### src/rtl/life_pkg.sv
// Shared widths, FSM encoding and edge-wrap helpers for the cell neighbourhood reader.
package life_pkg;

    localparam int COORD_W = 8;
    localparam int COUNT_W = 4;

    typedef enum logic [2:0] {
        ST_IDLE   = 3'd0,
        ST_ABOVE  = 3'd1,
        ST_CENTRE = 3'd2,
        ST_BELOW  = 3'd3,
        ST_ERR    = 3'd4
    } state_t;

    // Index below v; at the border it wraps or falls back to 0 (caller masks the contribution).
    function automatic logic [COORD_W-1:0] wrap_dec(input logic [COORD_W-1:0] v,
                                                   input int bound, input bit wrap);
        if (v != '0) return v - COORD_W'(1);
        return wrap ? COORD_W'(bound - 1) : '0;
    endfunction

    // Index above v; at the border both wrap and dead-border modes land on 0.
    function automatic logic [COORD_W-1:0] wrap_inc(input logic [COORD_W-1:0] v,
                                                   input int bound);
        if (int'(v) == bound - 1) return '0;
        return v + COORD_W'(1);
    endfunction

endpackage

### src/rtl/neighbour_row_tap.sv
// Combinational 3-column window on one arena row: partial live count plus the centre bit.
module neighbour_row_tap
    import life_pkg::*;
#(
    parameter int WIDTH = 10,
    parameter bit WRAP  = 1'b1
) (
    input  logic [WIDTH-1:0]   row_bits,
    input  logic [COORD_W-1:0] column,
    input  logic               row_valid,
    input  logic               centre,
    output logic [1:0]         partial,
    output logic               centre_bit
);

    logic [COORD_W-1:0] left_col;
    logic [COORD_W-1:0] right_col;
    logic               left_ok;
    logic               right_ok;
    logic               left_bit;
    logic               mid_bit;
    logic               right_bit;

    function automatic logic pick(input logic [WIDTH-1:0] bits, input logic [COORD_W-1:0] idx);
        logic b;
        b = 1'b0;
        for (int k = 0; k < WIDTH; k++)
            if (int'(idx) == k) b = bits[k];
        return b;
    endfunction

    always_comb begin
        left_col  = wrap_dec(column, WIDTH, WRAP);
        right_col = wrap_inc(column, WIDTH);
        left_ok   = WRAP || (column != '0);
        right_ok  = WRAP || (int'(column) != WIDTH - 1);
        left_bit  = row_valid & left_ok & pick(row_bits, left_col);
        mid_bit   = row_valid & pick(row_bits, column);
        right_bit = row_valid & right_ok & pick(row_bits, right_col);
        // The target itself is not its own neighbour.
        partial    = {1'b0, left_bit} + {1'b0, right_bit} + (centre ? 2'b00 : {1'b0, mid_bit});
        centre_bit = mid_bit;
    end

endmodule

### src/rtl/cell_neighbourhood_reader.sv
// Reads rows r-1, r, r+1 from the arena over three cycles and returns the target
// cell plus its live-neighbour count; out-of-range targets report coord_error.
module cell_neighbourhood_reader
    import life_pkg::*;
#(
    parameter int ARENA_WIDTH  = 10,
    parameter int ARENA_HEIGHT = 10,
    parameter bit WRAP         = 1'b1
) (
    input  logic                   clk,
    input  logic                   reset,
    input  logic                   start,
    output logic                   ready,
    input  logic [COORD_W-1:0]     cell_column,
    input  logic [COORD_W-1:0]     cell_row,
    output logic                   done,
    output logic                   cell_value,
    output logic [COUNT_W-1:0]     neighbour_count,
    output logic                   coord_error,
    output logic [COORD_W-1:0]     arena_row_select,
    input  logic [ARENA_WIDTH-1:0] arena_columns
);

    if (ARENA_WIDTH < 3 || ARENA_WIDTH > 256 || ARENA_HEIGHT < 3 || ARENA_HEIGHT > 256) begin : g_param_check
        $error("cell_neighbourhood_reader: arena dimensions must be within 3..256");
    end

    state_t             state;
    state_t             state_next;
    logic [COORD_W-1:0] col_q;
    logic [COORD_W-1:0] row_q;
    logic [COORD_W-1:0] sel_next;
    logic [COUNT_W-1:0] acc;
    logic               cell_q;
    logic               row_valid;
    logic               tap_centre;
    logic [1:0]         partial;
    logic               centre_bit;
    logic               in_range;

    assign in_range = (int'(cell_column) < ARENA_WIDTH) && (int'(cell_row) < ARENA_HEIGHT);

    neighbour_row_tap #(
        .WIDTH (ARENA_WIDTH),
        .WRAP  (WRAP)
    ) u_tap (
        .row_bits   (arena_columns),
        .column     (col_q),
        .row_valid  (row_valid),
        .centre     (tap_centre),
        .partial    (partial),
        .centre_bit (centre_bit)
    );

    always_ff @(posedge clk or negedge reset) begin
        if (!reset) state <= ST_IDLE;
        else        state <= state_next;
    end

    always_comb begin
        state_next = state;
        sel_next   = '0;
        ready      = 1'b0;
        row_valid  = 1'b0;
        tap_centre = 1'b0;
        case (state)
            ST_IDLE: begin
                ready = 1'b1;
                if (start) begin
                    if (in_range) begin
                        state_next = ST_ABOVE;
                        sel_next   = wrap_dec(cell_row, ARENA_HEIGHT, WRAP);
                    end else begin
                        state_next = ST_ERR;
                    end
                end
            end
            ST_ABOVE: begin
                row_valid  = WRAP || (row_q != '0);
                state_next = ST_CENTRE;
                sel_next   = row_q;
            end
            ST_CENTRE: begin
                row_valid  = 1'b1;
                tap_centre = 1'b1;
                state_next = ST_BELOW;
                sel_next   = wrap_inc(row_q, ARENA_HEIGHT);
            end
            ST_BELOW: begin
                row_valid  = WRAP || (int'(row_q) != ARENA_HEIGHT - 1);
                state_next = ST_IDLE;
            end
            ST_ERR:  state_next = ST_IDLE;
            default: state_next = ST_IDLE;
        endcase
    end

    // Results only change when a read completes, so an aborted read never shows partial data.
    always_ff @(posedge clk or negedge reset) begin
        if (!reset) begin
            col_q            <= '0;
            row_q            <= '0;
            acc              <= '0;
            cell_q           <= 1'b0;
            arena_row_select <= '0;
            done             <= 1'b0;
            cell_value       <= 1'b0;
            neighbour_count  <= '0;
            coord_error      <= 1'b0;
        end else begin
            arena_row_select <= sel_next;
            done             <= 1'b0;
            case (state)
                ST_IDLE: begin
                    if (start) begin
                        col_q <= cell_column;
                        row_q <= cell_row;
                        acc   <= '0;
                    end
                end
                ST_ABOVE:  acc <= acc + {2'b00, partial};
                ST_CENTRE: begin
                    acc    <= acc + {2'b00, partial};
                    cell_q <= centre_bit;
                end
                ST_BELOW: begin
                    neighbour_count <= acc + {2'b00, partial};
                    cell_value      <= cell_q;
                    coord_error     <= 1'b0;
                    done            <= 1'b1;
                end
                ST_ERR: begin
                    neighbour_count <= '0;
                    cell_value      <= 1'b0;
                    coord_error     <= 1'b1;
                    done            <= 1'b1;
                end
                default: ;
            endcase
        end
    end

endmodule

### config.mk
export PLATFORM = sky130hd
export DESIGN_NAME = cell_neighbourhood_reader
export DESIGN_NICKNAME = d
export VERILOG_FILES = /design/src/rtl/life_pkg.sv /design/src/rtl/neighbour_row_tap.sv /design/src/rtl/cell_neighbourhood_reader.sv
export SDC_FILE = /design/constraint.sdc
export NUM_CORES = 1
export LEC_CHECK = 0
export ABC_AREA = 1
export BUFFER_PORTS_ARGS = -buffer_cell sky130_fd_sc_hd__buf_2
export CORE_MARGIN = 2
export CORE_UTILIZATION = 57
export CTS_BUF_LIST = sky130_fd_sc_hd__clkbuf_8
export DETAILED_ROUTE_END_ITERATION = 10
export GPL_TIMING_DRIVEN = 0
export PLACE_DENSITY = 0.81
export SLEW_MARGIN = 20
export SYNTH_ARGS = -nofsm -noshare
export SYNTH_HDL_FRONTEND = slang
export SYNTH_SLANG_ARGS = --single-unit
### constraint.sdc
create_clock -name clk -period 3.99 [get_ports clk]
set_clock_uncertainty 0.1 [all_clocks]
set_input_delay 1.197 -clock clk [delete_from_list [all_inputs] [get_ports clk]]
set_output_delay 1.197 -clock clk [all_outputs]
set_load 0.1 [all_outputs]
==> qor_table.md <==
| Stage | Quantity | Reported |
|---|---|---|
| floorplanning | Row count | 24 |
| worst setup path | R2r startpoint | col_q[1]$_DFFE_PN0P_ |
| worst setup path | Register-to-register setup slack | 270 ps |
| floorplanning | Core area | 0.00444 sq mm |
| status | Status | finished clean |
| logic synthesis | Average cell area after synthesis | 7.38 sq um |
| sta | Slew Viols, Final | 0 |
| pwr | NetSw | 0.00116 W |
| sta | Final Hold Fails | 0 |
| worst setup path | Kind of critical path | reg -> reg |
| worst setup path | Startpoint type of the worst setup path | flip-flop |
| finish | Layout cells sized above 1 | 0.173 |
| detailed routing | DRC viols | 0 |
| finish | Area of the multi-input gates | 0.00143 sq mm |
| logic synthesis | Post-Syn Instances | 363 |
| run | Maxcap violations | 0 |
| worst setup path | Critical path endpoint | neighbour_count[2]$_DFFE_PN0P_ |
| sta | Final setup vio count | 0 |
| detailed routing | Count of TritonRoute iterations in the first routing pass | 5 |
| pwr | Clock Power Share | 0.123 |
| finish | Number of nets in the finished design | 457 |
| logic synthesis | Synth Flop Type | sky130_fd_sc_hd__dfrtp_1 |
| logic synthesis | Sequential element share of the synthesized area | 0.364 |
| sta | Worst Setup Slack, final | 266 ps |
| clock network | H-tree depth | 2 |
| sta | Share of the cycle needed by the critical path after routing | 0.933 |
| detailed routing | Antenna Violating Nets Remaining | 0 |
| clock network | CTS Root Cell | sky130_fd_sc_hd__clkbuf_8 |
| finish | Layout overhead on the synthesized area | 14.1% |
| worst setup path | Endpoint of the most critical register-to-register path | neighbour_count[2]$_DFFE_PN0P_ |
| detailed routing | Drt initial violations | 258 |
| detailed routing | Vias after detailed routing | 2525 |
| hold path | Hold_sp | coord_error$_DFFE_PN0P_ |
| floorplanning | Y dimension of the die | 72.5 microns |
| sta | Slew margin rel. | 0.430 |
| global route | Vias in the first global route | 2363 |
| placed design | Port bufs | 44 |
| placed design | Post-placement worst setup slack | 115 ps |
| clock network | Total clock buffers created by CTS | 5 |
| detailed routing | Routed wirelength normalized by instance count | 13.4 microns |
| floorplanning | Die extent in x | 72.5 microns |
| global route | Largest net degree at the start of global routing | 40 |
| worst setup path | Arrival time worst endpoint | 3790 ps |
| sta | Fmax | 0.269 GHz |
| pwr | Portion of total power attributed to sequential cells | 0.304 |
| global route | Total track usage | 0.259 |
| logic synthesis | Synth top area share | 0.364 |
| detailed routing | Ratio of routed vias to standard cells | 5.41 |
| hold path | Hold crit path type | reg -> reg |
| pwr | P_int | 0.000964 W |
| finish | Final core utilization | 0.687 |
| worst setup path | Crit. End Element | flip-flop |
| logic synthesis | Post-synth net total | 406 |
| logic synthesis | Flip-flop and latch count after synthesis | 39 |
| finish | Sequential Area | 977 sq um |
| pwr | Total power per unit cell area | 697 mW/mm^2 |
| worst setup path | CP startpoint | col_q[1]$_DFFE_PN0P_ |
| logic synthesis | Number of synthesized flops with an enable pin | 0 |
| logic synthesis | Warnings from Yosys | 0 |
| worst setup path | Highest net fanout along the worst path | 7 |
| logic synthesis | Syn Std Cell Area | 0.00268 sq mm |
| floorplanning | I/O Pins | 45 |
| floorplanning | Effective utilization at floorplan | 0.602 |
| clock network | CTS resizes | 0 |
| clock network | Buffer depth of the longest clock path | 2 |
| logic synthesis | Library cell with the largest summed area after synthesis | sky130_fd_sc_hd__dfrtp_1 |
| global route | Initial antenna violation count | 0 |
| logic synthesis | Distinct cell type count of the synthesized netlist | 37 |
| clock network | Clk Latency, worst-skew pair | 290 ps |
| logic synthesis | Top cells by area in the synthesized netlist | sky130_fd_sc_hd__dfrtp_1 36%, sky130_fd_sc_hd__nand2_1 9.5%, sky130_fd_sc_hd__inv_1 8.8% |
| global route | Global-route wire length before repair | 10600 microns |
| clock network | CTS Hold Bufs | 0 |
| placed design | Sum of net half-perimeters after detailed placement | 4800 microns |
| clock network | Clock transition at the register clock pins on the worst setup and hold paths after CTS | 80 ps |
| finish | Antenna cells | 0 |
| pwr | Maximum VDD drop | 0.430 mV |
| finish | Filler cell count | 399 |
| worst setup path | Data required time of the worst path | 4060 ps |
| sta | Slew at the pin with the worst max-slew slack | 855 ps |
| sta | Shortest period the worst path allows | 3720 ps |
| clock network | Post-CTS setup repair buffer count | 0 |
| clock network | # clock sinks | 39 |
| placed design | Placer's final routability congestion estimate | 0.909 |
| sta | Setup repair after global routing missed its margin | no |
| sta | Setup_tns | 0 ps |
| worst setup path | Number of cells on the worst reg-to-reg path | 16 |
| floorplanning | Area enclosed by the die boundary | 0.00526 sq mm |
| logic synthesis | Fraction of registers with async set/reset | 1.00 |
| detailed routing | Final WL | 6270 microns |
| pwr | Fraction of power consumed by combinational cells | 0.573 |
| clock network | Clock tree from TritonCTS | yes |
| global route | Total grt overflow | 0 |
| pwr | Fraction of power spent switching nets | 0.547 |
| pwr | Lkg Pwr | 1.56 nW |
==> sequential cells by signal (all words and copies together), names as in the netlist <==
signal,cells
arena_row_select,8
col_q,8
row_q,8
acc,4
neighbour_count,4
state,3
cell_q,1
cell_value,1
coord_error,1
done,1
==> worst max-delay path, stage by stage (launching register included) <==
cell and delay (ps):
sky130_fd_sc_hd__dfrtp_1 460, sky130_fd_sc_hd__inv_1 150, sky130_fd_sc_hd__ha_2 230, sky130_fd_sc_hd__inv_1 150
sky130_fd_sc_hd__nor3_4 280, sky130_fd_sc_hd__nor2_1 110, sky130_fd_sc_hd__nand3_1 80, sky130_fd_sc_hd__o211ai_1 80
sky130_fd_sc_hd__a21oi_1 160, sky130_fd_sc_hd__nor2_1 50, sky130_fd_sc_hd__o21ai_0 150, sky130_fd_sc_hd__a21oi_1 110
sky130_fd_sc_hd__fa_1 510, sky130_fd_sc_hd__ha_1 230, sky130_fd_sc_hd__fa_1 400, sky130_fd_sc_hd__xnor2_1 220
sky130_fd_sc_hd__o21ai_0 100
==> logic make-up after synthesis <==
kind of cell    Yosys count  synth area share
simple gates            150             0.248
compound gates           78             0.179
buf+inv                  72             0.104
flops                    39             0.364
fa+ha+maj                14            0.0710
xor+xnor                  9            0.0294
mux                       1           0.00421
==> metal layers <==
layer	routed length (microns)	track usage	vias to the layer above
met1	2890	0.357	1119
met5	0	0	-
met3	423	0.0444	13
met2	2860	0.416	108
li1	-	-	1285
met4	97	0.0823	0
==> placed cells by master (no fill, tap or decap), types with 2 or more instances in the layout <==
cell type and count:
sky130_fd_sc_hd__nand2_1 68, sky130_fd_sc_hd__inv_1 63, sky130_fd_sc_hd__buf_2 44, sky130_fd_sc_hd__nor2_1 41
sky130_fd_sc_hd__dfrtp_1 38, sky130_fd_sc_hd__o21ai_0 24, sky130_fd_sc_hd__a21oi_1 22, sky130_fd_sc_hd__nand3_1 17
sky130_fd_sc_hd__nor3_1 11, sky130_fd_sc_hd__ha_1 11, sky130_fd_sc_hd__xor2_1 6, sky130_fd_sc_hd__o221ai_1 5
sky130_fd_sc_hd__clkbuf_8 5, sky130_fd_sc_hd__o311ai_0 4, sky130_fd_sc_hd__o211ai_1 4, sky130_fd_sc_hd__o21ai_1 4
sky130_fd_sc_hd__a21oi_2 4, sky130_fd_sc_hd__clkbuf_1 4, sky130_fd_sc_hd__nand4_1 3, sky130_fd_sc_hd__xnor2_1 3
sky130_fd_sc_hd__inv_2 3, sky130_fd_sc_hd__o21bai_1 3, sky130_fd_sc_hd__nor4_1 2, sky130_fd_sc_hd__clkinv_2 2
sky130_fd_sc_hd__nor2_2 2, sky130_fd_sc_hd__nor3_4 2, sky130_fd_sc_hd__o31ai_1 2, sky130_fd_sc_hd__o22ai_1 2
sky130_fd_sc_hd__fa_1 2
==> cell type report <==
| cell class | count | share of cell area |
|---|---|---|
| plain buffers | 5 | 0.00860 |
| clock buffers | 5 | 0.0225 |
| clock inverters | 3 | 0.00533 |
| inverters | 67 | 0.0836 |
| multi-input cells | 252 | 0.467 |
| flip-flops and latches | 39 | 0.320 |
| well taps | 52 | 0.0213 |
| repair buffers | 44 | 0.0721 |
==> cells in the mapped netlist, types with 3 or more instances <==
library cell               instances
sky130_fd_sc_hd__o21bai_1          3
sky130_fd_sc_hd__xor2_1            6
sky130_fd_sc_hd__nand4_1           3
sky130_fd_sc_hd__inv_1            63
sky130_fd_sc_hd__o21ai_1           4
sky130_fd_sc_hd__o211ai_1          4
sky130_fd_sc_hd__ha_1             12
sky130_fd_sc_hd__o311ai_0          4
sky130_fd_sc_hd__nor2_1           41
sky130_fd_sc_hd__a21oi_1          22
sky130_fd_sc_hd__nand3_1          17
sky130_fd_sc_hd__a21oi_2           4
sky130_fd_sc_hd__dfrtp_1          39
sky130_fd_sc_hd__inv_2             3
sky130_fd_sc_hd__o221ai_1          5
sky130_fd_sc_hd__clkbuf_1          4
sky130_fd_sc_hd__nor3_1           11
sky130_fd_sc_hd__xnor2_1           3
sky130_fd_sc_hd__o21ai_0          24
sky130_fd_sc_hd__nand2_1          68
==> worst min path at each step <==
stage / endpoint / slack [ps] / cells past startpoint
6_report: coord_error$_DFFE_PN0P_ / 370 / 2
5_1_grt: coord_error$_DFFE_PN0P_ / 410 / 2
4_1_cts: coord_error$_DFFE_PN0P_ / 370 / 2
3_5_place_dp: coord_error$_DFFE_PN0P_ / 350 / 2
3_3_place_gp: coord_error$_DFFE_PN0P_ / 350 / 2
2_1_floorplan: acc[0]$_DFFE_PN0P_ / 360 / 2
==> power by group through the flow <==
stage          clock network [W]  registers, W  logic (W)
4_1_cts                 0.000263      0.000640    0.00120
6_report                0.000262      0.000646    0.00122
2_1_floorplan                  0      0.000808   0.000770
3_3_place_gp                   0      0.000642    0.00118
5_1_grt                 0.000282      0.000665    0.00134
3_5_place_dp                   0      0.000646    0.00120
==> metrics by stage <==
step | total power [W] | cell area (sq um) | hold slack (ps) | instances
finish | 0.00213 | 3050 | 370 | 467
global route | 0.00229 | 3050 | 407 | 467
CTS | 0.00210 | 3050 | 373 | 467
detailed placement | 0.00184 | 2960 | 353 | 459
global placement | 0.00182 | 2960 | 350 | 459
floorplan | 0.00158 | 2680 | 359 | 363
(Power assumes the default switching activity.)
